`config.mk`:
```
export PLATFORM = sky130hd
export DESIGN_NAME = packet_source_gen
export DESIGN_NICKNAME = d
export VERILOG_FILES = /design/src/rtl/packet_source_gen.sv
export SDC_FILE = /design/constraint.sdc
export NUM_CORES = 1
export LEC_CHECK = 0
export ABC_CLOCK_PERIOD_IN_PS = 3000
export CORE_UTILIZATION = 39
export DETAILED_ROUTE_END_ITERATION = 8
export HOLD_SLACK_MARGIN = 0.03
export PLACE_DENSITY = 0.72
export SLEW_MARGIN = 20
export SYNTH_ARGS = -nofsm -noshare
export SYNTH_HDL_FRONTEND = slang
export SYNTH_SLANG_ARGS = --single-unit
```
`constraint.sdc`:
```
create_clock -name clk -period 3 [get_ports clk]
set_clock_uncertainty 0.15 [all_clocks]
set_input_delay 0.45 -clock clk [delete_from_list [all_inputs] [get_ports clk]]
set_output_delay 0.45 -clock clk [all_outputs]
set_load 0.02 [all_outputs]
```
`src/rtl/packet_source_gen.sv`:
```
// Synthetic traffic source for a ring-NoC injection port: periodic injection events
// queue up in a saturating pending counter and drain through a one-entry output register.
module packet_source_gen #(
  parameter int NUM_NODES            = 8,
  parameter int ROUTER_ID            = 0,
  parameter int ADDR_W               = 16,
  parameter int TS_W                 = 16,
  parameter int PACKET_SIZE          = 1 + TS_W + 2 * ADDR_W,
  parameter int TRAFFIC_PATTERN      = 0,
  parameter int HOTSPOT_ID           = 0,
  parameter int INJECT_PERIOD        = 2,
  parameter int NUM_PACKETS_PER_NODE = 20,
  parameter int PEND_DEPTH           = 4
) (
  input  logic                   clk,
  input  logic                   rst_n,
  input  logic                   en,
  input  logic [TS_W-1:0]        clk_counter,
  input  logic                   packet_ready,
  output logic                   packet_valid,
  output logic [PACKET_SIZE-1:0] packet,
  output logic [63:0]            total_packet_sent,
  output logic [31:0]            total_packet_dropped,
  output logic                   done
);

  if (PACKET_SIZE != 1 + TS_W + 2 * ADDR_W) begin : g_bad_packet_size
    $error("PACKET_SIZE must equal 1 + TS_W + 2*ADDR_W");
  end

  localparam int PH_W   = (INJECT_PERIOD > 1) ? $clog2(INJECT_PERIOD) : 1;
  localparam int PEND_W = $clog2(PEND_DEPTH + 1);
  localparam int RW     = (NUM_NODES > 1) ? $clog2(NUM_NODES) : 1;

  localparam logic [PH_W-1:0]   PH_LAST   = PH_W'(INJECT_PERIOD - 1);
  localparam logic [PEND_W-1:0] PEND_MAX  = PEND_W'(PEND_DEPTH);
  localparam logic [31:0]       BUDGET    = 32'(NUM_PACKETS_PER_NODE);
  localparam logic              UNLIMITED = (NUM_PACKETS_PER_NODE == 0);
  localparam logic [15:0]       SEED      = 16'(ROUTER_ID + 1);

  localparam int NEIGH_I = (ROUTER_ID + 1 >= NUM_NODES) ? ROUTER_ID + 1 - NUM_NODES : ROUTER_ID + 1;
  localparam int TORN_I  = (ROUTER_ID + NUM_NODES / 2 >= NUM_NODES) ?
                           ROUTER_ID + NUM_NODES / 2 - NUM_NODES : ROUTER_ID + NUM_NODES / 2;
  localparam int HOT_I   = (HOTSPOT_ID == ROUTER_ID) ? NEIGH_I : HOTSPOT_ID;

  localparam logic [ADDR_W-1:0] SRC       = ADDR_W'(ROUTER_ID);
  localparam logic [ADDR_W-1:0] NODES     = ADDR_W'(NUM_NODES);
  localparam logic [ADDR_W-1:0] BITC_DST  = ADDR_W'(NUM_NODES - 1 - ROUTER_ID);
  localparam logic [ADDR_W-1:0] NEIGH_DST = ADDR_W'(NEIGH_I);
  localparam logic [ADDR_W-1:0] TORN_DST  = ADDR_W'(TORN_I);
  localparam logic [ADDR_W-1:0] HOT_DST   = ADDR_W'(HOT_I);

  logic [PH_W-1:0]   phase;
  logic [PEND_W-1:0] pend;
  logic [31:0]       gen_cnt;
  logic [15:0]       lfsr;
  logic              lfsr_fb;

  logic budget_left;
  logic inj;
  logic load;
  logic acc;
  logic drop;
  logic handshake;

  logic [ADDR_W-1:0] r_ext;
  logic [ADDR_W-1:0] r_wrap;
  logic [ADDR_W-1:0] rand_dst;
  logic [ADDR_W-1:0] dst;

  // Valid/ready: a packet transfers in any cycle where packet_valid && packet_ready;
  // once valid is raised, packet and packet_valid hold until that transfer happens.
  assign budget_left = UNLIMITED || (gen_cnt < BUDGET);
  assign inj         = en && (phase == PH_LAST) && budget_left;
  assign load        = (pend != '0) && (!packet_valid || packet_ready);
  assign acc         = inj && ((pend < PEND_MAX) || load);
  assign drop        = inj && !acc;
  assign handshake   = packet_valid && packet_ready;
  assign done        = !UNLIMITED && !budget_left && (pend == '0) && !packet_valid;

  assign lfsr_fb = lfsr[15] ^ lfsr[13] ^ lfsr[12] ^ lfsr[10];

  // Uniform-random target: fold the low bits once into range; a hit on our own
  // address becomes address+1, which is exactly the neighbour destination.
  always_comb begin
    r_ext           = '0;
    r_ext[RW-1:0]   = lfsr[RW-1:0];
    r_wrap          = (r_ext >= NODES) ? r_ext - NODES : r_ext;
    rand_dst        = (r_wrap == SRC) ? NEIGH_DST : r_wrap;
  end

  always_comb begin
    dst = '0;
    case (TRAFFIC_PATTERN)
      0:       dst = BITC_DST;
      1:       dst = NEIGH_DST;
      2:       dst = TORN_DST;
      3:       dst = rand_dst;
      4:       dst = HOT_DST;
      default: dst = '0;
    endcase
  end

  always_ff @(posedge clk or negedge rst_n) begin
    if (!rst_n) begin
      phase   <= '0;
      gen_cnt <= '0;
      pend    <= '0;
    end else begin
      if (en) begin
        phase <= (phase == PH_LAST) ? '0 : phase + PH_W'(1);
      end
      if (inj) begin
        gen_cnt <= gen_cnt + 32'd1;
      end
      if (acc && !load) begin
        pend <= pend + PEND_W'(1);
      end else if (load && !acc) begin
        pend <= pend - PEND_W'(1);
      end
    end
  end

  always_ff @(posedge clk or negedge rst_n) begin
    if (!rst_n) begin
      packet_valid <= 1'b0;
      packet       <= '0;
      lfsr         <= SEED;
    end else if (load) begin
      packet_valid <= 1'b1;
      packet       <= {1'b1, clk_counter, SRC, dst};
      lfsr         <= {lfsr[14:0], lfsr_fb};
    end else if (handshake) begin
      packet_valid <= 1'b0;
    end
  end

  always_ff @(posedge clk or negedge rst_n) begin
    if (!rst_n) begin
      total_packet_sent    <= '0;
      total_packet_dropped <= '0;
    end else begin
      if (handshake) begin
        total_packet_sent <= total_packet_sent + 64'd1;
      end
      if (drop) begin
        total_packet_dropped <= total_packet_dropped + 32'd1;
      end
    end
  end

endmodule

```
==> results of run 1 <==
path summary, 6_finish.rpt:
| kind | startpoint | endpoint | slack (ns) | cells past startpoint |
|---|---|---|---|---|
| hold reg to reg | gen_cnt[26] | gen_cnt[26] | 0.23 | 0 |
| setup / recovery | gen_cnt[23] | done | 0.25 | 5 |
| min in group asynchronous | rst_n | total_packet_dropped[5] | 0.49 | 2 |
| setup reg to reg | gen_cnt[23] | pend[2] | 0.29 | 10 |
| max in group asynchronous | rst_n | total_packet_dropped[27] | 1.46 | 3 |
| hold / removal | gen_cnt[26] | gen_cnt[26] | 0.23 | 0 |
cell usage after synthesis, types with 4 or more instances:
master,n
inv_1,10
nor2_1,21
xor2_1,42
clkbuf_1,33
dfrtp_1,150
xnor2_1,59
nand3_1,33
and4_1,10
nand2_1,36
ha_1,4
and3_1,16
buf_4,33
buf_2,5
nand4b_1,5
and2_1,6
nor3_1,21
nor4_1,16
nand4_1,34
mux2_2,20
cell families (layout without fill, tap and decap cells):
| logic type | Yosys count | after routing | share of synthesized area [%] |
|---|---|---|---|
| AO/OA/AOI/OAI | 2 | 2 | 0.226 |
| AND/OR/NAND/NOR | 214 | 214 | 18.6 |
| adder cells (fa/ha/maj) | 5 | 5 | 1.06 |
| multiplexers | 20 | 20 | 3.40 |
| flip-flops | 150 | 150 | 56.6 |
| other | 1 | 29 | 0.0565 |
| XOR/XNOR | 101 | 101 | 13.3 |
| buffers and inverters | 82 | 191 | 6.72 |
flip-flops by register name, indices dropped and copies added, names as in the netlist:
name and flops:
packet 17, phase 1, pend 3, total_packet_sent 64, packet_valid 1, total_packet_dropped 32, gen_cnt 32
routing by layer:
metal / wire length, µm / share of wire (%) / track usage, %
met1: 6110 / 43 / 22.4
met2: 7040 / 50 / 27.5
met3: 783 / 5.6 / 4.98
met4: 163 / 1.2 / 5.56
met5: 0 / 0 / 0
critical path: cells and delay by family, from the launching register on:
family | cells | cell delay (ns)
buf+inv | 1 | 0.55
simple gates | 4 | 0.82
flops | 1 | 0.38
cell usage in the layout, fill, tap and decap left out, types with 16 or more instances in the layout:
cell             count
nor4_1              16
nor3_1              21
conb_1              29
nor2_1              21
mux2_2              20
clkbuf_16           17
nand3_1             33
xnor2_1             59
and3_1              16
dfrtp_1            150
nand4_1             34
nand2_1             36
clkdlybuf4s50_1    136
xor2_1              42
power breakdown:
group	leakage, nW	internal [mW]	switching (mW)	total [mW]
Clock	0.293	1.38	0.810	2.19
Sequential	1.99	2.25	0.220	2.47
Combinational	1.61	0.575	0.604	1.18
Total	3.90	4.21	1.63	5.84
through the flow:
step	instances	setup slack, ns	hold slack (ns)	area, µm²
floorplan	603	0.267	0.00441	6740
global placement	898	0.314	0.215	8070
detailed placement	898	0.225	0.217	8070
CTS	931	0.137	0.231	8700
global route	932	0.0691	0.236	8710
finish	932	0.250	0.226	8710
cell type report:
| type | instances | area, µm² |
|---|---|---|
| repair buffers | 149 | 1480 |
| inverters | 10 | 37.5 |
| well taps | 220 | 275 |
| flip-flops and latches | 150 | 3750 |
| clock buffers | 22 | 474 |
| clock inverters | 10 | 144 |
| multi-input cells | 371 | 2550 |
| fillers | 1432 | 7870 |
repair_timing:
action / 4_1_cts / 5_1_grt
buffers inserted: 0 / 1
hold endpoints to repair: 85 / 0
hold buffers: 1 / 0
setup endpoints to repair: 0 / 1
==> results by stage, run 1 <==
Clock tree:
- The clock passes through at most 2 buffers.
- Counting every sink on the clock net gives 150.
- After clock tree synthesis, the repair step resized 0 gates.
- The clock input transition at the sequential cells of the worst setup and hold paths is 0.06 ns.
- Clock tree synthesis inserted a total of 17 buffers.
- The depth of the CTS H-tree is 4.
- The clock insertion delay at the later pin of the skew report is 0.41 ns.
- TritonCTS built the clock tree.
- Clock tree synthesis selected as its root buffer the cell clkbuf_16.

Run status:
- The run finished with clean final reports.

Global route:
- The first global-routing pass estimated 23.6 mm of wire.
- The global-route congestion overflow total is 0.
- The number of antenna violations at the first check in global routing is 0.
- Entering global routing, the biggest net connects 89 pins.
- The overall fraction of global-route tracks in use is 17.2%.
- The via count of the first global-routing pass is 4554.

Floorplanning:
- For this configuration, the core starts out at a cell density of 40.0%.
- For this design the top-level I/O count stands at 167.
- The die is 132 µm tall.
- The total core area is 16600 µm².
- The die covers 17500 µm².
- The die width is 132 µm.
- The initialized floorplan defines 47 standard-cell rows.

Drt:
- The overall routed net length is 14.1 mm.
- The count of TritonRoute iterations in the first routing pass is 5.
- The count of nets left with antenna violations once routing finished came out at 0.
- In the routed design, unresolved DRC markers number 0.
- Dividing the detail-routed via count by the number of cells gives 4.86.
- The initial detailed-routing violation count is 211.
- Dividing the detail-routed wire length by the instance count gives 15.1 µm.
- The total vias in the final route is 4529.

Critical path:
- The data required time of the worst path is 2.40 ns.
- The signal on the critical path passes through nor4_1 -> nand4_1 -> nor2_1 -> nor3b_1 -> clkdlybuf4s50_1.
- The worst setup path is captured at an output pin.
- Of all nets on the critical path, the largest fanout is 3.
- The setup path with the least slack is of type reg2out.
- The worst setup path is launched from a register.
- The largest single stage delay on the critical path is 0.55 ns.
- The worst path arrival time is 2.15 ns.
- The slowest stage cell on the critical path is clkdlybuf4s50_1.

Pwr:
- The total power after layout is 5.84 mW.
- The cell area power density is 671 nW/µm².
- The analysis attributes to cell leakage a power of 3.90 nW.
- The worst-case vdd ir drop is 0.438 mV.

Logic synthesis:
- The cell area after synthesis is 6630 µm².
- The top-area cell type share of the netlist area is 56.6%.
- The share of the yosys chip area belonging to registers is 56.6%.
- The library cell occupying the most area in the post-synthesis netlist is dfrtp_1.
- The instance count of the mapped netlist is 575.
- The number of library cell types mapped by synthesis is 35.
- The number of warnings issued by yosys is 0.
- The number of flops mapped to enable cells by yosys is 0.
- By area the synthesized netlist is led by dfrtp_1 57%, xnor2_1 7.8%, xor2_1 5.5%, buf_4 3.7%, mux2_2 3.4%.
- For this run, asynchronously set or reset flops after synthesis account for 100%.
- Among all flip-flop cells after synthesis, the most frequent one is dfrtp_1.
- The register bit total from synthesis is 150.
- A synthesized cell averages 11.5 µm².

STA:
- The total of endpoints with negative setup slack in the final report is 0.
- The portion of the clock cycle consumed by the worst path in the final layout is 91.7%.
- The final hold violation count was 0.
- Setup repair after global routing left no endpoint under its margin.
- The final critical path time including I/O delays and setup is 2.75 ns.
- In this run the tightest slew margin relative to its limit is 46.7%.
- The max-slew violation count was 0.
- Based on the critical path, the design can be clocked at up to 364 MHz.
- The summed negative setup slack over all endpoints is 0 ns.
- The worst-margin pin slew is 0.799 ns.

Place:
- Routability-driven placement finished with a final weighted congestion of 0.831.
- The number of buffers added on ports is 137.
- Summed over all nets, the half-perimeter wirelength after detailed placement is 10.1 mm.

Final layout:
- The utilization after layout is 52.5%.
- Compared with the post-synthesis result, the final layout area differs by 31.3%.
- The repair_antennas step left the layout with diodes totalling 0.
- The share of post-route cells with drive strength above 1 is 9.97%.
- The final layout net count is 724.

Worst hold path:
- In this run the worst hold path is classified as reg2reg.

Job:
- Max-cap violations in this run came to 0.
(Power assumes the default switching activity.)
==> run 2: changes to the inputs <==
--- a/config.mk
+++ b/config.mk
@@ -7,6 +7,7 @@
 export LEC_CHECK = 0
 export ABC_CLOCK_PERIOD_IN_PS = 3000
 export CORE_UTILIZATION = 39
+export CTS_CLUSTER_DIAMETER = 120
 export DETAILED_ROUTE_END_ITERATION = 8
 export HOLD_SLACK_MARGIN = 0.03
 export PLACE_DENSITY = 0.72
==> results of run 2 <==
Same layout as run 1: the final DEF is identical, and so are final timing and power.
==> run 3: changes to the inputs <==
==> constraint.sdc (replaced) <==
create_clock -name clk -period 3 [get_ports clk]
set_clock_uncertainty 0.15 [all_clocks]
set_input_delay 0.3 -clock clk [delete_from_list [all_inputs] [get_ports clk]]
set_output_delay 0.3 -clock clk [all_outputs]
set_load 0.02 [all_outputs]
==> run 3 against run 2 <==
  * Count of clock-buffer cells in the layout stayed put
  * Flip-flop and latch count stayed put
  * Power is 4.9% lower
  * Global-route usage is 0.087 points lower
  * Non-clock buffer count is 1 lower
  * Sequential power hardly changed
  * Via count is 0.51% higher
  * Core utilization is 0.68 points lower
  * Combinational power hardly changed
  * Highest routed layer unchanged
  * Cell count is 0.32% lower
==> results by stage, run 3 (synthesis results as in run 1) <==
Pwr:
- The standby leakage power is 3.85 nW.
- Of the total power, the share spent switching nets is 29.1%.
- The switching power total is 1.62 mW.
- In this run the power density over the cells is 646 nW/µm².
- The total internal power is 3.94 mW.
- The clock network fraction of total power is 34.3%.
- Registers are responsible for 44.5% of the overall power.
- Across the VDD grid, the largest voltage drop is 0.457 mV.
- Of the total power, combinational logic draws 21.2%.
- The total power after layout is 5.56 mW.

Critical path:
- The critical path in this run is classified as reg2reg.
- The data required time of the worst path is 3.19 ns.
- At the worst endpoint, the arrival time is 2.87 ns.
- Counting cells, the worst reg-to-reg path comes to 10.
- The reg-to-reg setup timing slack is 0.32 ns.
- The startpoint type of the worst setup path is a register.
- The startpoint identified for the worst register-to-register timing path is gen_cnt[9].
- Along the worst path, the maximum fanout reaches 3.
- The kind of end point of the critical path is a register.
- The worst register-to-register path ends at pend[2].

Final layout:
- The utilization after layout is 51.8%.
- The final standard cell count with taps included and fillers excluded is 929.
- The multi-input combinational cells in the finished layout cover a total of 2550 µm².
- The top register by number of flip-flops is total_packet_sent.
- After filler insertion, the fill cell instance count of the layout stands at 1473.
- The number of flip-flops under the largest register name is 64.
- In the final layout, flip-flops and latches occupy 3750 µm².
- Leaving out fill and tap cells, the most frequent cell in the layout is dfrtp_1.
- The library cells used most frequently in the layout, excluding fill and tap cells, are 150 x dfrtp_1, 136 x clkdlybuf4s50_1, 59 x xnor2_1, 42 x xor2_1, 36 x nand2_1.
- The final layout net count is 723.
- In the final layout, the share of cells above drive strength 1 is 9.59%.
- The repair_antennas step left the layout with diodes totalling 0.
- Summing all non-filler instances in the final layout gives an area of 8600 µm².
- The area added between synthesis and finish is 29.6%.
- The largest registers in the layout are total_packet_sent: 64 flops, gen_cnt: 32 flops, total_packet_dropped: 32 flops.

Worst hold path:
- The worst hold path cell count is 0.
- The path category of the worst min-delay check is reg2reg.
- The launch point of the worst hold path is gen_cnt[10].
- The capture endpoint of the worst hold path is gen_cnt[10].

Clock tree:
- The clock input transition at the sequential cells of the worst setup and hold paths is 0.06 ns.
- In this run, CTS created clock tree buffers numbering 17.
- The maximum number of buffers from clock root to sink is 2.
- The clock tree synthesis step divided the H-tree into 4 levels.
- In this run the post-CTS setup repair buffer count came out at 0.
- The TritonCTS clock tree is built.
- In this run, post-CTS repair resized a total of 0 instances.
- Clock tree synthesis found a total of 150 sinks.
- The tree is rooted in a clkbuf_16.
- The post-cts hold buffer count is 1.
- The clock insertion delay at the later pin of the skew report is 0.42 ns.

Drt:
- The per-cell via count in the routed design is 4.90.
- The detail route stage leaves a number of antenna-violating nets equal to 0.
- The overall routed net length is 14.1 mm.
- The initial detailed-routing violation count is 274.
- The post-route DRC violation count is 0.
- The per-cell routed wire length is 15.2 µm.
- The total vias in the final route is 4552.
- The count of TritonRoute iterations in the first routing pass is 4.

STA:
- The final critical path time including I/O delays and setup is 2.68 ns.
- The final hold violation count is 0.
- The maximum clock frequency is 373 MHz.
- The max-slew violation count came to 0.
- After layout, the worst path uses 89.3% of the clock period.
- The total of endpoints with negative setup slack in the final report is 0.
- At the pin with the least slew margin, the transition time is 0.755 ns.
- The worst pin sits at a relative slew slack of 49.7%.
- The summed negative setup slack over all endpoints is 0 ns.
- Setup repair after global routing left no endpoint under its margin.

Job:
- The max-capacitance violation count is 0.

Floorplanning:
- The floorplan step set the die width to 132 µm.
- The total I/O pin count is 167.
- The floorplan step set the die height to 132 µm.
- The floorplan step defined a core boundary enclosing 16600 µm².
- After floorplanning, the core was divided into 47 placement rows.
- The die covers 17500 µm².
- The starting density of the core is 40.0%.

Global route:
- The overall fraction of global-route tracks in use is 17.1%.
- Entering global routing, the biggest net connects 85 pins.
- The via count of the first global-routing pass was 4492.
- The number of antenna violations at the first check in global routing is 0.
- The first global-routing pass estimated 23.6 mm of wire.
- For this run the aggregate overflow at the end of global routing stands at 0.

Place:
- Counting tap cells, the placed design contains a total of 898 instances.
- The final weighted congestion in routability-driven placement is 0.878.
- The area of placed instances is 8060 µm².
- The number of buffers added on ports is 137.
- The post-detailed-placement half-perimeter wirelength is 10.2 mm.

Run status:
- The run finished with clean final reports.
==> run 3: changes by cell type in the layout (fill, tap and decap cells not counted), sizes merged <==
cell    delta
buf        -1
clkinv     +2
bufinv     -3
inv        -1
==> run 3: stage by stage <==
step	setup slack [ns]	hold WS (ns)
after floorplan	0.267	-0.146
after global placement	0.396	0.215
after detailed placement	0.321	0.218
after CTS	0.314	0.231
after global routing	0.102	0.236
final	0.321	0.225
==> run 3: power by group through the flow <==
stage,Combinational (mW),Clock [mW],Sequential [mW]
floorplan,0.490,0,2.67
global placement,1.16,0,2.49
detailed placement,1.19,0,2.51
CTS,1.20,1.94,2.48
global route,1.27,2.04,2.52
finish,1.18,1.90,2.47
==> run 3: how the worst max path moves through the flow <==
stage                             from                     to  slack (ns)  cells past startpoint
final                       gen_cnt[9]                pend[2]        0.32                     10
after global routing        gen_cnt[9]                pend[2]        0.10                     10
after CTS                   gen_cnt[9]                pend[2]        0.31                     10
after detailed placement    gen_cnt[9]                pend[2]        0.32                     10
after global placement    packet_ready  total_packet_sent[48]        0.40                      6
after floorplan           packet_valid                pend[1]        0.27                      8
==> run 3: area by class of cell <==
cell class              instances  area share, %
well taps                     220           3.20
multi-input cells             371           29.6
clock buffers                  22           5.52
repair buffers                148           17.0
flip-flops and latches        150           43.7
inverters                      10          0.437
clock inverters                 8          0.597
==> run 3: per-layer routing <==
layer	GRT usage, %	routed length (µm)	up-vias
met5	0	0	-
met4	7.60	267	0
met3	4.56	775	16
met2	26.3	6810	140
met1	22.7	6290	2248
li1	-	-	2148
==> run 3: critical path, stage by stage, from the launching register on <==
cell     delay [ns]
dfrtp_1        0.37
nor4_1         0.31
nand4_1        0.25
nor3_1         0.28
and2_1         0.16
ha_1           0.18
inv_1          0.07
fa_1           0.38
xor2_1         0.16
nor2_1         0.12
xor2_1         0.17
